[src/rtl/cobs_pkg.sv]
// Shared types and constants for the COBS framing encoder.
package cobs_pkg;
  localparam int         COBS_MAX_BLOCK = 254;
  localparam logic [7:0] COBS_DELIM     = 8'h00;

  typedef enum logic [2:0] {
    ACCUM,
    EMIT_CODE,
    EMIT_DATA,
    EMIT_TAIL,
    EMIT_DELIM
  } cobs_enc_state_t;
endpackage

[src/rtl/axis_interface.sv]
// Minimal AXI-Stream bundle with source/sink views.
interface axis_interface #(
  parameter int DATA_WIDTH = 8,
  parameter int KEEP_WIDTH = DATA_WIDTH / 8,
  parameter int ID_WIDTH   = 8,
  parameter int DEST_WIDTH = 8,
  parameter int USER_WIDTH = 1
);
  logic [DATA_WIDTH-1:0] tdata;
  logic [KEEP_WIDTH-1:0] tkeep;
  logic                  tvalid;
  logic                  tready;
  logic                  tlast;
  logic [ID_WIDTH-1:0]   tid;
  logic [DEST_WIDTH-1:0] tdest;
  logic [USER_WIDTH-1:0] tuser;

  modport Source (output tdata, tkeep, tvalid, tlast, tid, tdest, tuser, input tready);
  modport Sink   (input tdata, tkeep, tvalid, tlast, tid, tdest, tuser, output tready);
endinterface

[src/rtl/axis_byte_serializer.sv]
// Unpacks AXI-Stream beats into one byte per cycle, low byte first.
// COBS_ENC_TKEEP_EN: honour tkeep (null bytes skipped, empty tlast beat = end marker).
module axis_byte_serializer #(
  parameter int DATA_W = 16,
  parameter int KEEP_W = DATA_W / 8
) (
  input  logic              clk,
  input  logic              rst_n,
  input  logic [DATA_W-1:0] i_tdata,
  input  logic [KEEP_W-1:0] i_tkeep,
  input  logic              i_tvalid,
  input  logic              i_tlast,
  output logic              o_tready,
  input  logic              i_en,
  input  logic              i_take,
  output logic              o_vld,
  output logic [7:0]        o_data,
  output logic              o_last,
  output logic              o_eof
);
  logic [DATA_W-1:0] r_data;
  logic [KEEP_W-1:0] r_mask;
  logic              r_last;
  logic [KEEP_W-1:0] w_sel;
  logic [KEEP_W-1:0] w_keep;
  logic              w_final;
  logic              w_load;

`ifdef COBS_ENC_TKEEP_EN
  assign w_keep = i_tkeep;
`else
  logic w_unused_keep;
  assign w_unused_keep = ^i_tkeep;
  assign w_keep        = '1;
`endif

  // r_mask holds the bytes still to present; the lowest set bit goes next
  always_comb begin
    o_data = 8'h00;
    w_sel  = '0;
    for (int i = KEEP_W - 1; i >= 0; i--) begin
      if (r_mask[i]) begin
        o_data   = r_data[i*8 +: 8];
        w_sel    = '0;
        w_sel[i] = 1'b1;
      end
    end
  end

  assign w_final  = ((r_mask & (r_mask - KEEP_W'(1))) == '0);
  assign o_vld    = (|r_mask) || r_last;
  assign o_eof    = r_last && !(|r_mask);
  assign o_last   = r_last && w_final;
  assign o_tready = i_en && (!o_vld || (w_final && i_take));
  assign w_load   = i_tvalid && o_tready;

  always_ff @(posedge clk or negedge rst_n) begin
    if (!rst_n) begin
      r_data <= '0;
      r_mask <= '0;
      r_last <= 1'b0;
    end else if (w_load) begin
      r_data <= i_tdata;
      r_mask <= w_keep;
      r_last <= i_tlast;
    end else if (i_take && o_vld) begin
      r_mask <= r_mask & ~w_sel;
      if (w_final) r_last <= 1'b0;
    end
  end
endmodule

[src/rtl/cobs_axis_stream_encoder.sv]
// AXI-Stream packet -> delimited COBS byte stream, one frame per input packet.
// COBS_ENC_TKEEP_EN enables tkeep-aware unpacking in the serializer.
module cobs_axis_stream_encoder
  import cobs_pkg::*;
#(
  parameter int S_DATA_WIDTH = 16,
  parameter int S_KEEP_WIDTH = S_DATA_WIDTH / 8
) (
  input  logic          clk,
  input  logic          rst,
  axis_interface.Sink   original_data,
  axis_interface.Source encoded_data
);
  cobs_enc_state_t r_state, w_state_nxt, w_after;
  logic [7:0] r_count, r_code, r_rdptr;
  logic       r_tail, r_end, r_run;
  logic [7:0] r_buf [COBS_MAX_BLOCK];

  logic       w_en, w_take, w_bvld, w_blast, w_beof;
  logic [7:0] w_byte, w_cnt_inc;
  logic       w_stored, w_close, w_unused;

  assign w_unused = ^{original_data.tid, original_data.tdest, original_data.tuser};

  axis_byte_serializer #(.DATA_W(S_DATA_WIDTH), .KEEP_W(S_KEEP_WIDTH)) u_ser (
    .clk      (clk),
    .rst_n    (rst),
    .i_tdata  (original_data.tdata),
    .i_tkeep  (original_data.tkeep),
    .i_tvalid (original_data.tvalid),
    .i_tlast  (original_data.tlast),
    .o_tready (original_data.tready),
    .i_en     (w_en),
    .i_take   (w_take),
    .o_vld    (w_bvld),
    .o_data   (w_byte),
    .o_last   (w_blast),
    .o_eof    (w_beof)
  );

  // r_run keeps tready low until the first clock after reset release
  assign w_en      = r_run && (r_state == ACCUM);
  assign w_take    = w_en && w_bvld;
  assign w_stored  = w_take && !w_beof && (w_byte != 8'h00);
  assign w_cnt_inc = r_count + 8'd1;
  assign w_close   = w_take && (w_beof || w_blast || (w_byte == 8'h00) ||
                                (w_cnt_inc == 8'(COBS_MAX_BLOCK)));
  assign w_after   = r_tail ? EMIT_TAIL : (r_end ? EMIT_DELIM : ACCUM);

  always_ff @(posedge clk or negedge rst) begin
    if (!rst) r_state <= ACCUM;
    else      r_state <= w_state_nxt;
  end

  always_comb begin
    w_state_nxt = r_state;
    case (r_state)
      ACCUM:      if (w_close) w_state_nxt = EMIT_CODE;
      EMIT_CODE:  if (encoded_data.tready) w_state_nxt = (r_code == 8'd1) ? w_after : EMIT_DATA;
      EMIT_DATA:  if (encoded_data.tready && (r_rdptr == r_code - 8'd2)) w_state_nxt = w_after;
      EMIT_TAIL:  if (encoded_data.tready) w_state_nxt = EMIT_DELIM;
      EMIT_DELIM: if (encoded_data.tready) w_state_nxt = ACCUM;
      default:    w_state_nxt = ACCUM;
    endcase
  end

  always_comb begin
    encoded_data.tvalid = (r_state != ACCUM);
    encoded_data.tlast  = (r_state == EMIT_DELIM);
    encoded_data.tdata  = 8'h00;
    case (r_state)
      EMIT_CODE:  encoded_data.tdata = r_code;
      EMIT_DATA:  encoded_data.tdata = r_buf[r_rdptr];
      EMIT_TAIL:  encoded_data.tdata = 8'h01;
      EMIT_DELIM: encoded_data.tdata = COBS_DELIM;
      default:    encoded_data.tdata = 8'h00;
    endcase
  end

  assign encoded_data.tkeep = '1;
  assign encoded_data.tid   = '0;
  assign encoded_data.tdest = '0;
  assign encoded_data.tuser = '0;

  // Block bookkeeping: code is count+1 for zero/eof closes, count+2 when the
  // closing byte itself is stored.
  always_ff @(posedge clk or negedge rst) begin
    if (!rst) begin
      r_run   <= 1'b0;
      r_count <= 8'd0;
      r_code  <= 8'd0;
      r_rdptr <= 8'd0;
      r_tail  <= 1'b0;
      r_end   <= 1'b0;
    end else begin
      r_run <= 1'b1;
      if (w_close) begin
        r_count <= 8'd0;
        r_rdptr <= 8'd0;
        r_code  <= w_stored ? (w_cnt_inc + 8'd1) : w_cnt_inc;
        r_tail  <= !w_beof && (w_byte == 8'h00) && w_blast;
        r_end   <= w_blast || w_beof;
      end else if (w_stored) begin
        r_count <= w_cnt_inc;
      end
      if (r_state == EMIT_DATA && encoded_data.tready) r_rdptr <= r_rdptr + 8'd1;
    end
  end

  always_ff @(posedge clk) begin
    if (w_stored) r_buf[r_count] <= w_byte;
  end
endmodule

[src/flat_wrapper.sv]
// flat-port wrapper written by rule: the top's interface ports become plain ports
module cobs_axis_stream_encoder_flat import cobs_pkg::*;
#(
  parameter int S_DATA_WIDTH = 16,
  parameter int S_KEEP_WIDTH = S_DATA_WIDTH / 8
)
  (clk, rst, original_data_tdata, original_data_tkeep, original_data_tvalid, original_data_tlast, original_data_tid, original_data_tdest, original_data_tuser, original_data_tready, encoded_data_tdata, encoded_data_tkeep, encoded_data_tvalid, encoded_data_tlast, encoded_data_tid, encoded_data_tdest, encoded_data_tuser, encoded_data_tready);
  axis_interface #(.DATA_WIDTH(16)) original_data_i ();
  axis_interface #(.DATA_WIDTH(8)) encoded_data_i ();
  input  logic clk;
  input  logic rst;
  input wire logic [$bits(original_data_i.tdata)-1:0] original_data_tdata;
  input wire logic [$bits(original_data_i.tkeep)-1:0] original_data_tkeep;
  input wire logic [$bits(original_data_i.tvalid)-1:0] original_data_tvalid;
  input wire logic [$bits(original_data_i.tlast)-1:0] original_data_tlast;
  input wire logic [$bits(original_data_i.tid)-1:0] original_data_tid;
  input wire logic [$bits(original_data_i.tdest)-1:0] original_data_tdest;
  input wire logic [$bits(original_data_i.tuser)-1:0] original_data_tuser;
  output wire logic [$bits(original_data_i.tready)-1:0] original_data_tready;
  output wire logic [$bits(encoded_data_i.tdata)-1:0] encoded_data_tdata;
  output wire logic [$bits(encoded_data_i.tkeep)-1:0] encoded_data_tkeep;
  output wire logic [$bits(encoded_data_i.tvalid)-1:0] encoded_data_tvalid;
  output wire logic [$bits(encoded_data_i.tlast)-1:0] encoded_data_tlast;
  output wire logic [$bits(encoded_data_i.tid)-1:0] encoded_data_tid;
  output wire logic [$bits(encoded_data_i.tdest)-1:0] encoded_data_tdest;
  output wire logic [$bits(encoded_data_i.tuser)-1:0] encoded_data_tuser;
  input wire logic [$bits(encoded_data_i.tready)-1:0] encoded_data_tready;
  assign original_data_i.tdata = original_data_tdata;
  assign original_data_i.tkeep = original_data_tkeep;
  assign original_data_i.tvalid = original_data_tvalid;
  assign original_data_i.tlast = original_data_tlast;
  assign original_data_i.tid = original_data_tid;
  assign original_data_i.tdest = original_data_tdest;
  assign original_data_i.tuser = original_data_tuser;
  assign original_data_tready = original_data_i.tready;
  assign encoded_data_tdata = encoded_data_i.tdata;
  assign encoded_data_tkeep = encoded_data_i.tkeep;
  assign encoded_data_tvalid = encoded_data_i.tvalid;
  assign encoded_data_tlast = encoded_data_i.tlast;
  assign encoded_data_tid = encoded_data_i.tid;
  assign encoded_data_tdest = encoded_data_i.tdest;
  assign encoded_data_tuser = encoded_data_i.tuser;
  assign encoded_data_i.tready = encoded_data_tready;
  cobs_axis_stream_encoder #(.S_DATA_WIDTH(S_DATA_WIDTH), .S_KEEP_WIDTH(S_KEEP_WIDTH)) u_core (.clk(clk), .rst(rst), .original_data(original_data_i), .encoded_data(encoded_data_i));
endmodule
[config.mk]
export PLATFORM = sky130hd
export DESIGN_NAME = cobs_axis_stream_encoder_flat
export DESIGN_NICKNAME = d
export VERILOG_FILES = /design/src/rtl/cobs_pkg.sv /design/src/rtl/axis_interface.sv /design/src/rtl/axis_byte_serializer.sv /design/src/rtl/cobs_axis_stream_encoder.sv /design/src/flat_wrapper.sv
export SDC_FILE = /design/constraint.sdc
export NUM_CORES = 2
export LEC_CHECK = 0
export CAP_MARGIN = 10
export CORE_MARGIN = 2
export CORE_UTILIZATION = 60
export DETAILED_ROUTE_END_ITERATION = 16
export DONT_BUFFER_PORTS = 1
export HOLD_SLACK_MARGIN = 0.08
export PLACE_DENSITY = 0.83
export SYNTH_ARGS = -nofsm -noshare
export SYNTH_HDL_FRONTEND = slang
export SYNTH_SLANG_ARGS = --single-unit
[constraint.sdc]
create_clock -name clk -period 40.3 [get_ports clk]
set_input_delay 8.06 -clock clk [delete_from_list [all_inputs] [get_ports clk]]
set_output_delay 8.06 -clock clk [all_outputs]
set_load 0.01 [all_outputs]
==> out/qor.yml <==
grt_pass1_wl_um: 298000
cts_setup_buffers: 0
htree_num_levels: 4
ant_nets: 0
synthArstFlopShare_pct: 2.35
avgViaCountPerCell: 7.11
yosysSeqAreaShare_pct: 74.9
crit_path_start: "u_core.r_rdptr[0]$_DFFE_PN0P_"
setup_viol: 0
core_um2: 137000
max_clock_freq_ghz: 0.0662
synth.distinct_cells: 83
synth_ff_type: "edfxtp_1"
finalWirelength_um: 207000
cp.depth: 10
grt_max_degree: 255
synth_area_um2: 83100
synth_edf_count: 2032
routed-wl-met3_um: 27200
slowest_delay_ns: 1.16
min_path_type: "reg2reg"
synth_area_leader_cell: "edfxtp_1"
drc: 0
num_rows: 136
cts_max_path_buffers: 3
clock_latency_ns: 0.84
p_total_mw: 6.02
crit_path_frequent_cell: "buf_12"
synth_top_area_share_pct: 73.4
die_w_um: 376
placed_area_um2: 84000
worstReg2RegStart: "u_core.u_ser.r_mask[0]$_DFFE_PN0P_"
routed.top_layer: "met5"
min_from: "u_core.u_ser.r_data[6]$_DFFE_PN0P_"
p_leak_nw: 28.1
drt-initial-drc-count: 6726
power_density_nw_per_um2: 66.8
design_area_um2: 90100
cts_made_buffers: 191
syn_avg_cell_area_um2: 19.5
start_util_pct: 60.4
post-route-period-util_pct: 37.5
end_kind: "output port"
finalSetupTns_ns: 0
status: "finished clean"
antenna_found_initial: 4
cts_resized: 0
dp_hpwl_um: 119000
io_buffer_count: 0
met2_length_um: 96700
cts.sinks: 2081
synth_most_common_cell: "edfxtp_1"
critPathArrivalTime_ns: 7.05
start_kind: "flop"
grtUsageTotal_pct: 29.3
routed-via-count: 44164
avgRoutedWirePerCell_um: 33.3
final_nets: 4315
skew_ns: 0.0346
rsz0062_at_grt: "no"
drv_cap: 0
worstSetupPathType: "reg2out"
hold_violations: 0
syn2layout_area_growth_pct: 8.40
layout_min_cycle_time_ns: 15.11
max_slew_margin_pct: 11.8
cts-hold-fix-buffers: 0
die_h_um: 376
grt_pass1_vias: 43548
synth-seq-cells: 2081
whs_path_depth: 1
dr.pass1.iters: 7
ys.warnings.count: 0
cp.required_ns: 32.24
crit_fanout: 96
drive_gt1_share_pct: 16.9
io_pins: 69
met1_length_um: 71200
path_buf_inv: 4
globalplace.congestion: 0.959
synth_cells: 4263
worstMarginPinSlew_ns: 1.32
ir_drop_mv: 0.0865
clock-root-buffer: "clkbuf_16"
die-area_um2: 141000
clk_pin_slew_worst_paths_ns: 0.06
path_delay_family: "compound AO/OA/AOI/OAI gates"
reg2reg_depth: 5
ys_top_cells_by_area: "edfxtp_1 (73%), mux4_2 (9.1%), mux2i_1 (4.1%)"
cts_tree: "yes"
cpMaxStageDelayCell: "a221oi_1"
overflow: 0
drv_slew: 0
synth_common_cells: "edfxtp_1 (2032), mux2i_1 (338), mux4_2 (337)"
path_cells: "buf_12, buf_12, buf_12, mux4_1, a21oi_1, a211o_1, o311ai_1, a221oi_1, o41ai_1, buf_4"
==> area by class of cell <==
type                    instances  area, µm²
diodes                          6       15.0
clock buffers                 249       5200
clock inverters                91        802
fillers                      8289      47400
inverters                      14       58.8
multi-input cells            1901      18800
flip-flops and latches       2081      62300
well taps                    1794       2240
repair buffers                 79        668
==> flip-flops by register name, summed over array words and instances, names as in the netlist, 2 cells and up <==
name / cells
u_core.r_buf: 2032
u_core.u_ser.r_data: 16
u_core.r_code: 8
u_core.r_count: 8
u_core.r_rdptr: 8
u_core.r_state: 3
u_core.u_ser.r_mask: 2
==> routing by layer <==
| metal | global-route usage (%) | up-vias |
|---|---|---|
| li1 | - | 17573 |
| met1 | 38.1 | 22406 |
| met2 | 44.7 | 3489 |
| met3 | 9.20 | 694 |
| met4 | 15.4 | 2 |
| met5 | 0 | - |
==> cells by family (layout without fill, tap and decap cells) <==
kind of cell	after synthesis	count (layout)	synth area share [%]
multiplexers	728	728	14.3
AND/OR/NAND/NOR	572	572	3.03
XOR/XNOR	24	24	0.253
other	2	25	0.00904
flip-flops	2081	2081	74.9
adder cells (fa/ha/maj)	7	7	0.105
AO/OA/AOI/OAI	551	551	4.68
buffers and inverters	298	433	2.71
==> worst reg2reg max path, cell delays in order (launching register included) <==
cell      delay [ns]
dfrtp_1         0.64
a211oi_1        0.59
o221a_2         0.82
nand4_1         1.12
buf_4           0.62
nor2_1          0.70
==> worst paths after layout <==
path	to	slack, ns
min in group asynchronous	u_core.u_ser.r_data[4]$_DFFE_PN0P_	6.92
hold / removal	u_core.u_ser.r_data[6]$_DFFE_PN0P_	0.56
setup reg to reg	u_core.r_buf[238][5]$_DFFE_PP_	35.44
hold reg to reg	u_core.u_ser.r_data[6]$_DFFE_PN0P_	0.56
max in group asynchronous	u_core.r_rdptr[0]$_DFFE_PN0P_	33.24
setup / recovery	encoded_data_tdata[5]	25.19
==> per-stage QoR <==
| stage | hold slack (ns) | worst slack, ns | cells | utilization (%) |
|---|---|---|---|---|
| after floorplan | 0.491 | 27.64 | 4280 | - |
| after global placement | 0.533 | 26.44 | 5869 | 61.1 |
| after detailed placement | 0.539 | 26.44 | 5869 | 61.1 |
| after CTS | 0.553 | 25.50 | 6209 | 65.5 |
| after global routing | 0.579 | 25.01 | 6209 | 65.5 |
| final | 0.559 | 25.19 | 6215 | 65.5 |
==> where the power goes <==
group / total (mW) / internal, mW / switching (mW)
clock: 1.76 / 0.978 / 0.778
sequential: 2.85 / 2.80 / 0.0446
combinational: 1.41 / 0.444 / 0.970
total: 6.02 / 4.23 / 1.79
==> cells in the final DEF (no fill, tap or decap), types with 10 or more instances in the layout <==
cell type,instances
o31ai_1,15
clkinv_1,38
o22ai_1,69
nand3_1,23
inv_1,12
xnor2_1,11
mux4_1,21
nand4_1,11
nor2_1,314
buf_4,73
mux4_2,337
xor2_1,13
clkbuf_1,46
nor3_1,52
clkbuf_16,198
dfrtp_1,44
nor2b_1,13
mux2i_1,338
o21ai_0,64
o211ai_1,10
nand3_2,12
nand2_1,79
bufinv_16,11
clkinv_2,26
a211oi_1,29
edfxtp_1,2032
conb_1,19
mux2_2,32
a21oi_1,106
o221ai_1,135
a22oi_1,32
Power figures use the tool's default switching activity.
